### src/rtl/regfile_wb_arbiter.sv
// Writeback arbiter for the GPR write port, with a pending-write
// scoreboard that the issue stage uses to stall on RAW hazards.
module regfile_wb_arbiter #(
  parameter int N    = 32,
  parameter int REQS = 3
) (
  input  logic              clk,
  input  logic              rst_n,
  input  logic [REQS-1:0]   req_valid,
  input  logic [5*REQS-1:0] req_addr,
  input  logic [N*REQS-1:0] req_data,
  output logic [REQS-1:0]   req_ready,
  input  logic              issue_valid,
  input  logic [4:0]        issue_addr,
  output logic [4:0]        write_addr,
  output logic [N-1:0]      write_data,
  output logic              write_enable,
  output logic [31:0]       busy
);

  localparam int PW  = $clog2(REQS);
  localparam int PW1 = PW + 1;

  logic [PW-1:0] ptr;
  logic [PW-1:0] ptr_nxt;
  logic [PW-1:0] gidx;
  logic [PW:0]   idx;
  logic          found;
  logic [REQS-1:0] grant;
  logic [4:0]    gaddr;
  logic [N-1:0]  gdata;
  logic          gwrite;
  logic [31:0]   busy_d;

  // Rotating scan starting at ptr; first valid requester wins.
  always_comb begin
    grant = '0;
    gidx  = '0;
    found = 1'b0;
    idx   = '0;
    for (int k = 0; k < REQS; k++) begin
      idx = {1'b0, ptr} + PW1'(k);
      if (idx >= PW1'(REQS)) idx = idx - PW1'(REQS);
      if (!found && req_valid[idx[PW-1:0]]) begin
        found = 1'b1;
        gidx  = idx[PW-1:0];
      end
    end
    if (found) grant[gidx] = 1'b1;
  end

  assign req_ready = grant & {REQS{rst_n}};
  assign gaddr     = req_addr[int'(gidx)*5 +: 5];
  assign gdata     = req_data[int'(gidx)*N +: N];
  assign gwrite    = found && (gaddr != 5'd0);
  assign ptr_nxt   = (gidx == PW'(REQS-1)) ? '0 : gidx + 1'b1;

  // Set after clear so a fresh issue to the retiring register stays busy.
  always_comb begin
    busy_d = busy;
    if (write_enable) busy_d[write_addr] = 1'b0;
    if (issue_valid && issue_addr != 5'd0) busy_d[issue_addr] = 1'b1;
    busy_d[0] = 1'b0;
  end

  always_ff @(posedge clk or negedge rst_n) begin
    if (!rst_n) begin
      ptr          <= '0;
      write_enable <= 1'b0;
      write_addr   <= '0;
      write_data   <= '0;
      busy         <= '0;
    end else begin
      write_enable <= gwrite;
      if (gwrite) begin
        write_addr <= gaddr;
        write_data <= gdata;
      end
      if (found) ptr <= ptr_nxt;
      busy <= busy_d;
    end
  end

  no_reissue_to_busy: assert property (
    @(posedge clk) disable iff (!rst_n)
    !(issue_valid && issue_addr != 5'd0 && busy[issue_addr] &&
      !(write_enable && write_addr == issue_addr))
  );

endmodule

### config.mk
export PLATFORM = sky130hd
export DESIGN_NAME = regfile_wb_arbiter
export DESIGN_NICKNAME = d
export VERILOG_FILES = /design/src/rtl/regfile_wb_arbiter.sv
export SDC_FILE = /design/constraint.sdc
export NUM_CORES = 1
export LEC_CHECK = 0
export ABC_CLOCK_PERIOD_IN_PS = 5800
export BUFFER_PORTS_ARGS = -buffer_cell sky130_fd_sc_hd__buf_2
export CELL_PAD_IN_SITES_DETAIL_PLACEMENT = 0
export CELL_PAD_IN_SITES_GLOBAL_PLACEMENT = 2
export CORE_MARGIN = 2
export CORE_UTILIZATION = 29
export CTS_CLUSTER_SIZE = 16
export DETAILED_ROUTE_END_ITERATION = 7
export MAX_ROUTING_LAYER = met4
export PLACE_DENSITY = 0.89
export SYNTH_ARGS = -nofsm -noshare
export SYNTH_HDL_FRONTEND = slang
export SYNTH_SLANG_ARGS = --single-unit
### constraint.sdc
create_clock -name clk -period 5.8 [get_ports clk]
set_input_delay 0.58 -clock clk [delete_from_list [all_inputs] [get_ports clk]]
set_output_delay 0.58 -clock clk [all_outputs]
set_load 0.03 [all_outputs]
==> results of run 1 <==
-- registers in the layout (all words and copies together) (netlist names) --
name          count
busy             31
ptr               2
write_addr        5
write_data       32
write_enable      1
-- power by group through the flow --
stage                     Sequential [mW]  Combinational (mW)  Clock [mW]
after floorplan                      1.39                1.76           0
after global placement              0.955                2.73           0
after detailed placement            0.957                2.80           0
after CTS                           0.956                2.80       0.597
after global routing                0.987                3.02       0.623
final                               0.953                2.76       0.584
-- area by class of cell --
class                   instances  area share
diodes                          5     0.00224
clock buffers                  10      0.0409
clock inverters                 6      0.0152
inverters                       3     0.00201
multi-input cells             323       0.404
flip-flops and latches         71       0.317
well taps                     184      0.0411
repair buffers                196       0.177
-- worst paths after layout --
path / startpoint / to / slack [ns] / cells after the start
min in group clk: busy[30] / busy[30] / 0.50 / 2
max in group asynchronous: rst_n / write_data[24] / 4.82 / 1
hold reg to reg: busy[30] / busy[30] / 0.50 / 2
hold / removal: rst_n / busy[5] / 0.39 / 1
setup / recovery: ptr[1] / write_data[10] / 1.83 / 10
setup reg to reg: ptr[1] / write_data[10] / 1.83 / 10
-- stage by stage --
| stage | hold slack [ns] | power (mW) | utilization | instance area (um^2) |
|---|---|---|---|---|
| after floorplan | 0.284 | 3.15 | - | 4240 |
| after global placement | 0.479 | 3.69 | 0.365 | 5270 |
| after detailed placement | 0.495 | 3.76 | 0.365 | 5270 |
| after CTS | 0.433 | 4.35 | 0.387 | 5580 |
| after global routing | 0.475 | 4.63 | 0.388 | 5590 |
| final | 0.389 | 4.30 | 0.388 | 5600 |
-- metal layers --
| metal | share of wire | routed length [um] | vias to the layer above |
|---|---|---|---|
| met3 | 0.070 | 910 | 6 |
| li1 | - | - | 1939 |
| met5 | 0 | 0 | - |
| met4 | 0.0058 | 75 | 0 |
| met2 | 0.48 | 6200 | 176 |
| met1 | 0.45 | 5820 | 1887 |
-- worst register-to-register path: cells and delay by family, from the launching register on --
family	cells	cell delay, ns
AOI/OAI and AO/OA	4	1.75
buffers and inverters	2	0.64
muxes	2	0.59
DFF	1	0.40
adders and majority gates	1	0.32
and+or+nand+nor	1	0.19
-- synth_stat cells (3+ instances only) --
cell type  instances
mux2i_1           36
o21ai_0           96
nand2_1           77
buf_6              7
buf_4              3
inv_1              3
clkbuf_1          15
dfrtp_1           71
o21ai_1            3
nor2b_1            3
o32ai_2           30
ha_1               4
a21oi_1            5
nor2_1            13
nand3b_1          11
o32ai_1            4
buf_2              6
or3b_2             5
nand3_1            6
-- cell families (layout without fill, tap and decap cells) --
family          after synthesis  count (layout)
simple gates                124             124
other cells                   1               6
compound gates              156             156
fa+ha+maj                     4               4
mux                          38              38
flops                        71              71
buf+inv                      36             215
==> metrics, run 1 <==
cell internal pwr between 2 and 2.5 mW; Max-Cap Viols 0; clock skew just under 0.006 ns; YS warnings 0; VDD IR-drop max approximately 0.27 mV; part of the power in registers 0.222; status complete, no violations; first-pass GRT wire length 20700 um; CORE AREA roughly 0.014 mm^2; Synth area leaders dfrtp_1 42%, o32ai_2 12%, o21ai_0 11%; commonest register cell after synthesis dfrtp_1; xor and xnor fraction of the mapped netlist area 0; I/O pin total about 200; Clk pwr share 0.136; routing usage on met1 0.211; Yosys reg bits 71; Final Critical Period approximately 4.0 ns; CTS tree yes; PwrDens about 770 mW/mm^2; Via Count between 4000 and 5000; register area between 0.0015 and 0.002 mm^2; Critical Path Sink Type register; vias in the first global route between 4000 and 5000; setup violators final 0; Synth Area in Adders 0.0118; DP Worst Slack approximately 1.8 ns; largest net degree at the start of global routing 75; Post-CTS Hold Fix Bufs 0; sequential fraction of the synthesis area 0.419; layout cells sized above 1 0.424; H-tree levels 3; non-filler instance count after layout around 800; Detailed Routing Iterations Pass 1 4; dpl cells between 700 and 800; GP Congestion approximately 0.83; WL/cell around 16 um; Mean Syn Cell Area around 9.9 um^2; CTS clock-pin slew for the worst setup and hold paths about 0.06 ns; chip height approximately 120 um; nets between 700 and 800; commonest non-fill, non-tap cell in the layout buf_2; worst path required time 6.03 ns; combinational power share 0.642; TNS Setup 0 ns; die width ~120 um; Setup WS post-layout 1.83 ns; crit path launch type register; Mapped Cells 430; clock buffer depth 2; met3 layer usage reported by global route 0.0447; sw frac 0.498; initial antenna violation count 3; worst slew pin tran about 1.2 ns; simple-gate portion of the synthesized area 0.139; worst path bufs/invs 2; final hold violations 0; CP top delay family compound AO/OA/AOI/OAI gates; largest family of logic cells by synthesized area compound AO/OA/AOI/OAI gates; total grt overflow 0; Synth Cell Area 0.00424 mm^2; number of synthesized flops with an enable pin 0; Min-Delay Path Class primary input to async pin; GR Util met2 0.277; Num CTS Buffers 9; multi-input logic area 0.00226 mm^2; Resize count post-CTS 0; Max stage delay cell, worst path a211o_1; postcts setup bufs 0; Synth Net Count about 560; WS Path Type register to register; Netlist cell types 43; total die area around 0.016 mm^2; crit-path cells inv_1 -> ha_1 -> mux2i_2 -> o21ai_2 -> o31ai_4 -> buf_4 -> mux2i_1 -> a211o_1 -> nand2_1 -> o32ai_2; vias per cell around 5.0; commonest non-fill, non-tap cells in the layout 192 x buf_2, 96 x o21ai_0, 77 x nand2_1; ANT nets after route 0; Synth area leader dfrtp_1; Total GRT Usage 0.171; DR iter-0 viols approximately 180; port bufs 193; DRC viols 0; Layout area overhead 32.0%; fmax ~250 MHz; WP data arrival about 4.2 ns; GRT busiest layer met2; CP peak stage delay between 0.9 and 1 ns; count of pins over their slew limit 0; critical path fanouts, max 37; Worst-Skew Late Latency 0.33 ns; Leak approximately 2.7 nW; RSZ-0062 raised after global routing no; top-area cell type share of the netlist area 0.419; Row Count between 40 and 50; mux cell area share after synthesis 0.0915; HPWL Detailed approximately 9500 um; Clock Root Buffer clkbuf_16; Net Switching approximately 2.1 mW; initial core utilization 0.294; CTS sink cnt about 70; Tcrit/Tclk final 0.685; final wirelength 13000 um; Fill cells about 1500; post-synthesis compound-gate area fraction 0.289; Post-synth ARST share 1.00; Rel. slew slack 0.185
Power figures use the tool's default switching activity.
==> run 2, diff against run 1 <==
==> config.mk (replaced) <==
export PLATFORM = sky130hd
export DESIGN_NAME = regfile_wb_arbiter
export DESIGN_NICKNAME = d
export VERILOG_FILES = /design/src/rtl/regfile_wb_arbiter.sv
export SDC_FILE = /design/constraint.sdc
export NUM_CORES = 1
export LEC_CHECK = 0
export ABC_CLOCK_PERIOD_IN_PS = 3600
export BUFFER_PORTS_ARGS = -buffer_cell sky130_fd_sc_hd__buf_2
export CELL_PAD_IN_SITES_DETAIL_PLACEMENT = 0
export CELL_PAD_IN_SITES_GLOBAL_PLACEMENT = 2
export CORE_MARGIN = 2
export CORE_UTILIZATION = 24
export CTS_CLUSTER_SIZE = 16
export DETAILED_ROUTE_END_ITERATION = 7
export MAX_ROUTING_LAYER = met4
export PLACE_DENSITY = 0.79
export SYNTH_ARGS = -nofsm -noshare
export SYNTH_HDL_FRONTEND = slang
export SYNTH_SLANG_ARGS = --single-unit
==> constraint.sdc (replaced) <==
create_clock -name clk -period 3.6 [get_ports clk]
set_input_delay 0.36 -clock clk [delete_from_list [all_inputs] [get_ports clk]]
set_output_delay 0.36 -clock clk [all_outputs]
set_load 0.03 [all_outputs]
==> run 2 against run 1 <==
  * Sequential power up 61%
  * Design area rose by 2.1%
  * Largest cell class unchanged
  * Worst hold slack improved by 0.029 ns
  * Global-route usage shrank 2.1 points
  * Critical path type is now register to output pin
  * Via count up 1.4%
  * Flip-flop and latch count unchanged
  * Critical endpoint is now req_ready[0]
  * Clock power grew 51%
  * Clock-buffer cell count fell by 1
  * Register-to-register slack got worse by 1.3 ns
==> metrics, run 2 (synthesis gave the netlist of run 1 again) <==
H-tree levels 3; Num CTS Buffers 9; RR Endpoint write_data[22]; chip height about 140 um; postcts setup bufs 0; Via Count between 4000 and 5000; nets about 740; HPWL Detailed approximately 10000 um; first-pass GRT wire length 20900 um; RSZ-0062 raised after global routing no; Final Critical Period 3.34 ns; Setup WS post-layout roughly 0.26 ns; status complete, no violations; clock skew roughly 0.0042 ns; CORE AREA 0.0173 mm^2; clock buffer depth 2; non-filler instance count after layout ~840; part of the power in registers 0.218; vias in the first global route between 3000 and 4000; register-to-register setup slack approximately 0.55 ns; Min-Delay Path Class primary input to register; worst path required time roughly 3.2 ns; Rel. slew slack 0.398; vias per cell around 4.8; I/O pin total around 200; largest net degree at the start of global routing 70; Resize count post-CTS 0; Worst-Skew Late Latency between 0.3 and 0.4 ns; Max-Cap Viols 0; TNS Setup 0 ns; Top reg by flops write_data; GP Congestion around 0.9; Overall Power 7.05 mW; WS Path Type register to output pin; Total GRT Usage 0.150; CTS clock-pin slew for the worst setup and hold paths around 0.06 ns; Regs by FF count write_data x32, busy x31, write_addr x5; cell internal pwr between 3 and 4 mW; DP Worst Slack between 0.5 and 0.6 ns; Net Switching between 3 and 4 mW; Clk pwr share 0.125; commonest non-fill, non-tap cells in the layout 192 x buf_2, 96 x o21ai_0, 77 x nand2_1; total grt overflow 0; met1 WL roughly 6000 um; dpl cells between 800 and 900; Row Count between 40 and 50; setup violators final 0; commonest non-fill, non-tap cell in the layout buf_2; DRC viols 0; count of pins over their slew limit 0; initial core utilization 0.245; CTS sink cnt slightly above 70; Critical path origin ptr[1]; fmax 299 MHz; Critical Path End req_ready[0]; sw frac 0.500; Leak ~2.7 nW; Met3 Wirelength around 1200 um; worst slew pin tran around 0.9 ns; CTS tree yes; Hold Path Stages 3; VDD IR-drop max 0.670 mV; layout cells sized above 1 0.430; worst r2r path cells 11; max reg flops 32; PwrDens roughly 1200 mW/mm^2; metal2 WL roughly 6400 um; reg2reg start ptr[1]; Tcrit/Tclk final 0.929; Critical Path Sink Type output pin; Clock Root Buffer clkbuf_16; ANT nets after route 0; combinational power share 0.657; die width ~140 um; initial antenna violation count 1; critical path fanouts, max 17; crit path launch type register; WL/cell ~16 um; port bufs ~190; total die area 0.0187 mm^2; final hold violations 0; final wirelength roughly 14000 um; Layout area overhead 34.8%; WP data arrival between 2 and 3 ns; Detailed Routing Iterations Pass 1 4; DR iter-0 viols 223; top layer in use met4
run 2: power groups by stage:
stage / sequential (mW) / combinational, mW / clock, mW
after floorplan: 2.24 / 2.83 / 0
after global placement: 1.53 / 4.61 / 0
after detailed placement: 1.54 / 4.71 / 0
after CTS: 1.53 / 4.70 / 0.907
after global routing: 1.59 / 5.03 / 0.949
final: 1.53 / 4.63 / 0.883
run 2: metal layers:
layer / track usage / vias to the layer above
li1: - / 1940
met1: 0.189 / 1918
met4: 0.0458 / 0
met5: - / -
met2: 0.236 / 195
met3: 0.0378 / 11
run 2: how the worst min path moves through the flow:
stage	slack [ns]	from	end
final	0.42	issue_addr[4]	busy[19]
after global routing	0.43	issue_addr[4]	busy[18]
after detailed placement	0.17	rst_n	ptr[0]
after CTS	0.41	issue_addr[4]	busy[19]
after global placement	0.17	rst_n	ptr[0]
after floorplan	0.06	rst_n	busy[10]
run 2: stage by stage:
stage,utilization,area [um^2],hold slack (ns)
floorplan,-,4240,0.0644
global route,0.330,5710,0.426
CTS,0.330,5710,0.405
finish,0.330,5710,0.418
detailed placement,0.312,5400,0.170
global placement,0.312,5400,0.170
run 2: cell type report:
type	count	area [um^2]
fill	1811	11600
multi-input combinational	323	2260
sequential	71	1780
timing repair buffer	203	1080
tap	225	282
clock buffer	9	225
clock inverter	7	72.6
inverter	3	11.3
antenna	1	2.50
run 2: worst max-delay path: stages, from the launching register on:
cell and delay, ns:
dfrtp_1 0.40, inv_1 0.10, ha_1 0.31, mux2i_2 0.28
o21ai_2 0.14, o31ai_4 0.44, buf_4 0.28, buf_4 0.30
nor2b_1 0.18, buf_2 0.21
run 2: repair_timing:
item | in CTS | in global routing
setup endpoints to repair | 0 | 0
hold buffers | 1 | 0
hold endpoints to repair | 2 | 0
==> run 3, diff against run 2 <==
==> constraint.sdc (replaced) <==
create_clock -name clk -period 3.6 [get_ports clk]
set_input_delay 0.36 -clock clk [delete_from_list [all_inputs] [get_ports clk]]
set_output_delay 0.36 -clock clk [all_outputs]
set_load 0.02 [all_outputs]
==> run 3 against run 2 <==
  * Design area barely moved
  * Die area did not move
  * Cell count fell by 0.36%
  * Critical path type is now register to register
  * Largest cell class unchanged
  * Largest power group unchanged
  * Highest routed layer unchanged
==> metrics, run 3 (synthesis gave the netlist of run 1 again) <==
status complete, no violations; Tcrit/Tclk final 0.887; max reg flops 32; worst path required time between 3 and 4 ns; Hold Path Stages 3; Total GRT Usage 0.151; chip height between 100 and 150 um; Worst Hold Slack approximately 0.42 ns; WP data arrival between 3 and 4 ns; Min-Delay Path Class primary input to register; die width between 100 and 150 um; final wirelength approximately 14000 um; Critical path origin ptr[1]; TNS Setup 0 ns; total grt overflow 0; register area between 0.0015 and 0.002 mm^2; Layout area overhead 34.7%; sw frac 0.474; Max-Cap Viols 0; CP top delay family compound AO/OA/AOI/OAI gates; Max stage delay cell, worst path o31ai_4; setup violators final 0; ANT nets after route 0; Clock Root Buffer clkbuf_16; Regs by FF count write_data x32, busy x31, write_addr x5; Clk pwr share 0.138; DRC viols 0; PwrDens between 1000 and 1500 mW/mm^2; Worst-Skew Late Latency around 0.33 ns; total die area around 0.019 mm^2; port bufs between 150 and 200; clock skew 0.00428 ns; combinational power share 0.635; crit-path cells inv_1 -> ha_1 -> mux2i_2 -> o21ai_2 -> o31ai_4 -> buf_12 -> a211oi_2 -> o22ai_2 -> o31a_2 -> buf_12 -> o32ai_1; commonest non-fill, non-tap cells in the layout 192 x buf_2, 96 x o21ai_0, 77 x nand2_1; Fill cells ~1800; Via Count between 4000 and 5000; most used cell, CP buf_12; initial core utilization 0.245; clock buffer depth 2; WP depth 11; critical path fanouts, max 36; GP Congestion roughly 0.87; reg2reg start ptr[1]; first-pass GRT wire length 21100 um; Critical Path Sink Type register; RSZ-0062 raised after global routing no; worst slew pin tran just under 0.9 ns; initial antenna violation count 1; Row Count 48; WL/cell about 17 um; crit path launch type register; Leak around 2.7 nW; worst path bufs/invs 3; Net Switching 3.21 mW; H-tree levels 3; CTS sink cnt between 70 and 80; vias per cell 4.81; WS Path Type register to register; Num CTS Buffers 9; Hold Startpoint req_data[88]; HPWL Detailed just over 10000 um; I/O pin total a little under 200; Final Critical Period roughly 3.2 ns; layout cells sized above 1 0.427; CTS clock-pin slew for the worst setup and hold paths around 0.060 ns; CTS tree yes; VDD IR-drop max about 0.63 mV; dpl cells ~820; DR iter-0 viols ~180; worst r2r path cells 11; CORE AREA between 0.015 and 0.02 mm^2; postcts setup bufs 0; count of pins over their slew limit 0; multi-input logic area around 0.0023 mm^2; CP peak stage delay between 0.4 and 0.5 ns; Rel. slew slack 0.414; part of the power in registers 0.227; fmax roughly 310 MHz; largest net degree at the start of global routing 70; Top reg by flops write_data; cell internal pwr about 3.6 mW; Overall Power between 6 and 7 mW; vias in the first global route about 4000; commonest non-fill, non-tap cell in the layout buf_2; final hold violations 0; Detailed Routing Iterations Pass 1 5; nets approximately 740; non-filler instance count after layout ~840
## run 3: cell types whose count changed in the layout (fill, tap and decap cells not counted)
cell	previous run	this run
buf_4	7	5
inv_6	1	0
clkinvlp_4	2	1
bufinv_16	1	2
## run 3: through the flow
stage | worst slack, ns | instance area, um^2 | util
3_5_place_dp | 0.360 | 5390 | 0.312
3_3_place_gp | 0.506 | 5390 | 0.312
6_report | 0.407 | 5710 | 0.330
2_1_floorplan | 0.753 | 4240 | -
4_1_cts | 0.350 | 5710 | 0.330
5_1_grt | 0.198 | 5710 | 0.330
## run 3: cell type report
type                            count  share of cell area
Timing Repair Buffer              201               0.187
Tap cell                          225              0.0493
Multi-Input combinational cell    323               0.396
Sequential cell                    71               0.311
Clock buffer                        9              0.0394
Clock inverter                      6              0.0151
Inverter                            3             0.00197
Antenna cell                        1            0.000438
## run 3: repair_timing
item | 4_1_cts | 5_1_grt
endpoints found under the hold margin | 2 | 0
hold buffers | 1 | 0
endpoints found under the setup margin | 0 | 0
resized for setup | 0 | 0
## run 3: power groups by stage
stage	registers, mW	clock network [mW]	logic (mW)
5_1_grt	1.59	0.999	4.70
3_3_place_gp	1.53	0	4.24
3_5_place_dp	1.54	0	4.37
2_1_floorplan	1.94	0	2.81
6_report	1.53	0.937	4.29
4_1_cts	1.54	0.961	4.36
## run 3: worst register-to-register path: stages, from the launching register on
cell and delay, ns:
dfrtp_1 0.40, inv_1 0.10, ha_1 0.33, mux2i_2 0.30
o21ai_2 0.14, o31ai_4 0.43, buf_12 0.29, a211oi_2 0.13
o22ai_2 0.27, o31a_2 0.25, buf_12 0.26, o32ai_1 0.14
## run 3: layer usage
layer | GRT usage | part of all wire | vias up
met3 | 0.0393 | 0.078 | 10
met1 | 0.188 | 0.43 | 1918
met2 | 0.245 | 0.48 | 168
met4 | 0.0372 | 0.0084 | 0
met5 | - | 0 | -
li1 | - | - | 1938
## run 3: worst paths after layout
check / slack (ns) / to
setup / recovery: 0.41 / write_addr[3]
hold / removal: 0.42 / write_data[24]
setup reg to reg: 0.41 / write_addr[3]
hold reg to reg: 0.50 / busy[21]
max in group asynchronous: 2.10 / busy[9]
min in group asynchronous: 0.46 / ptr[0]
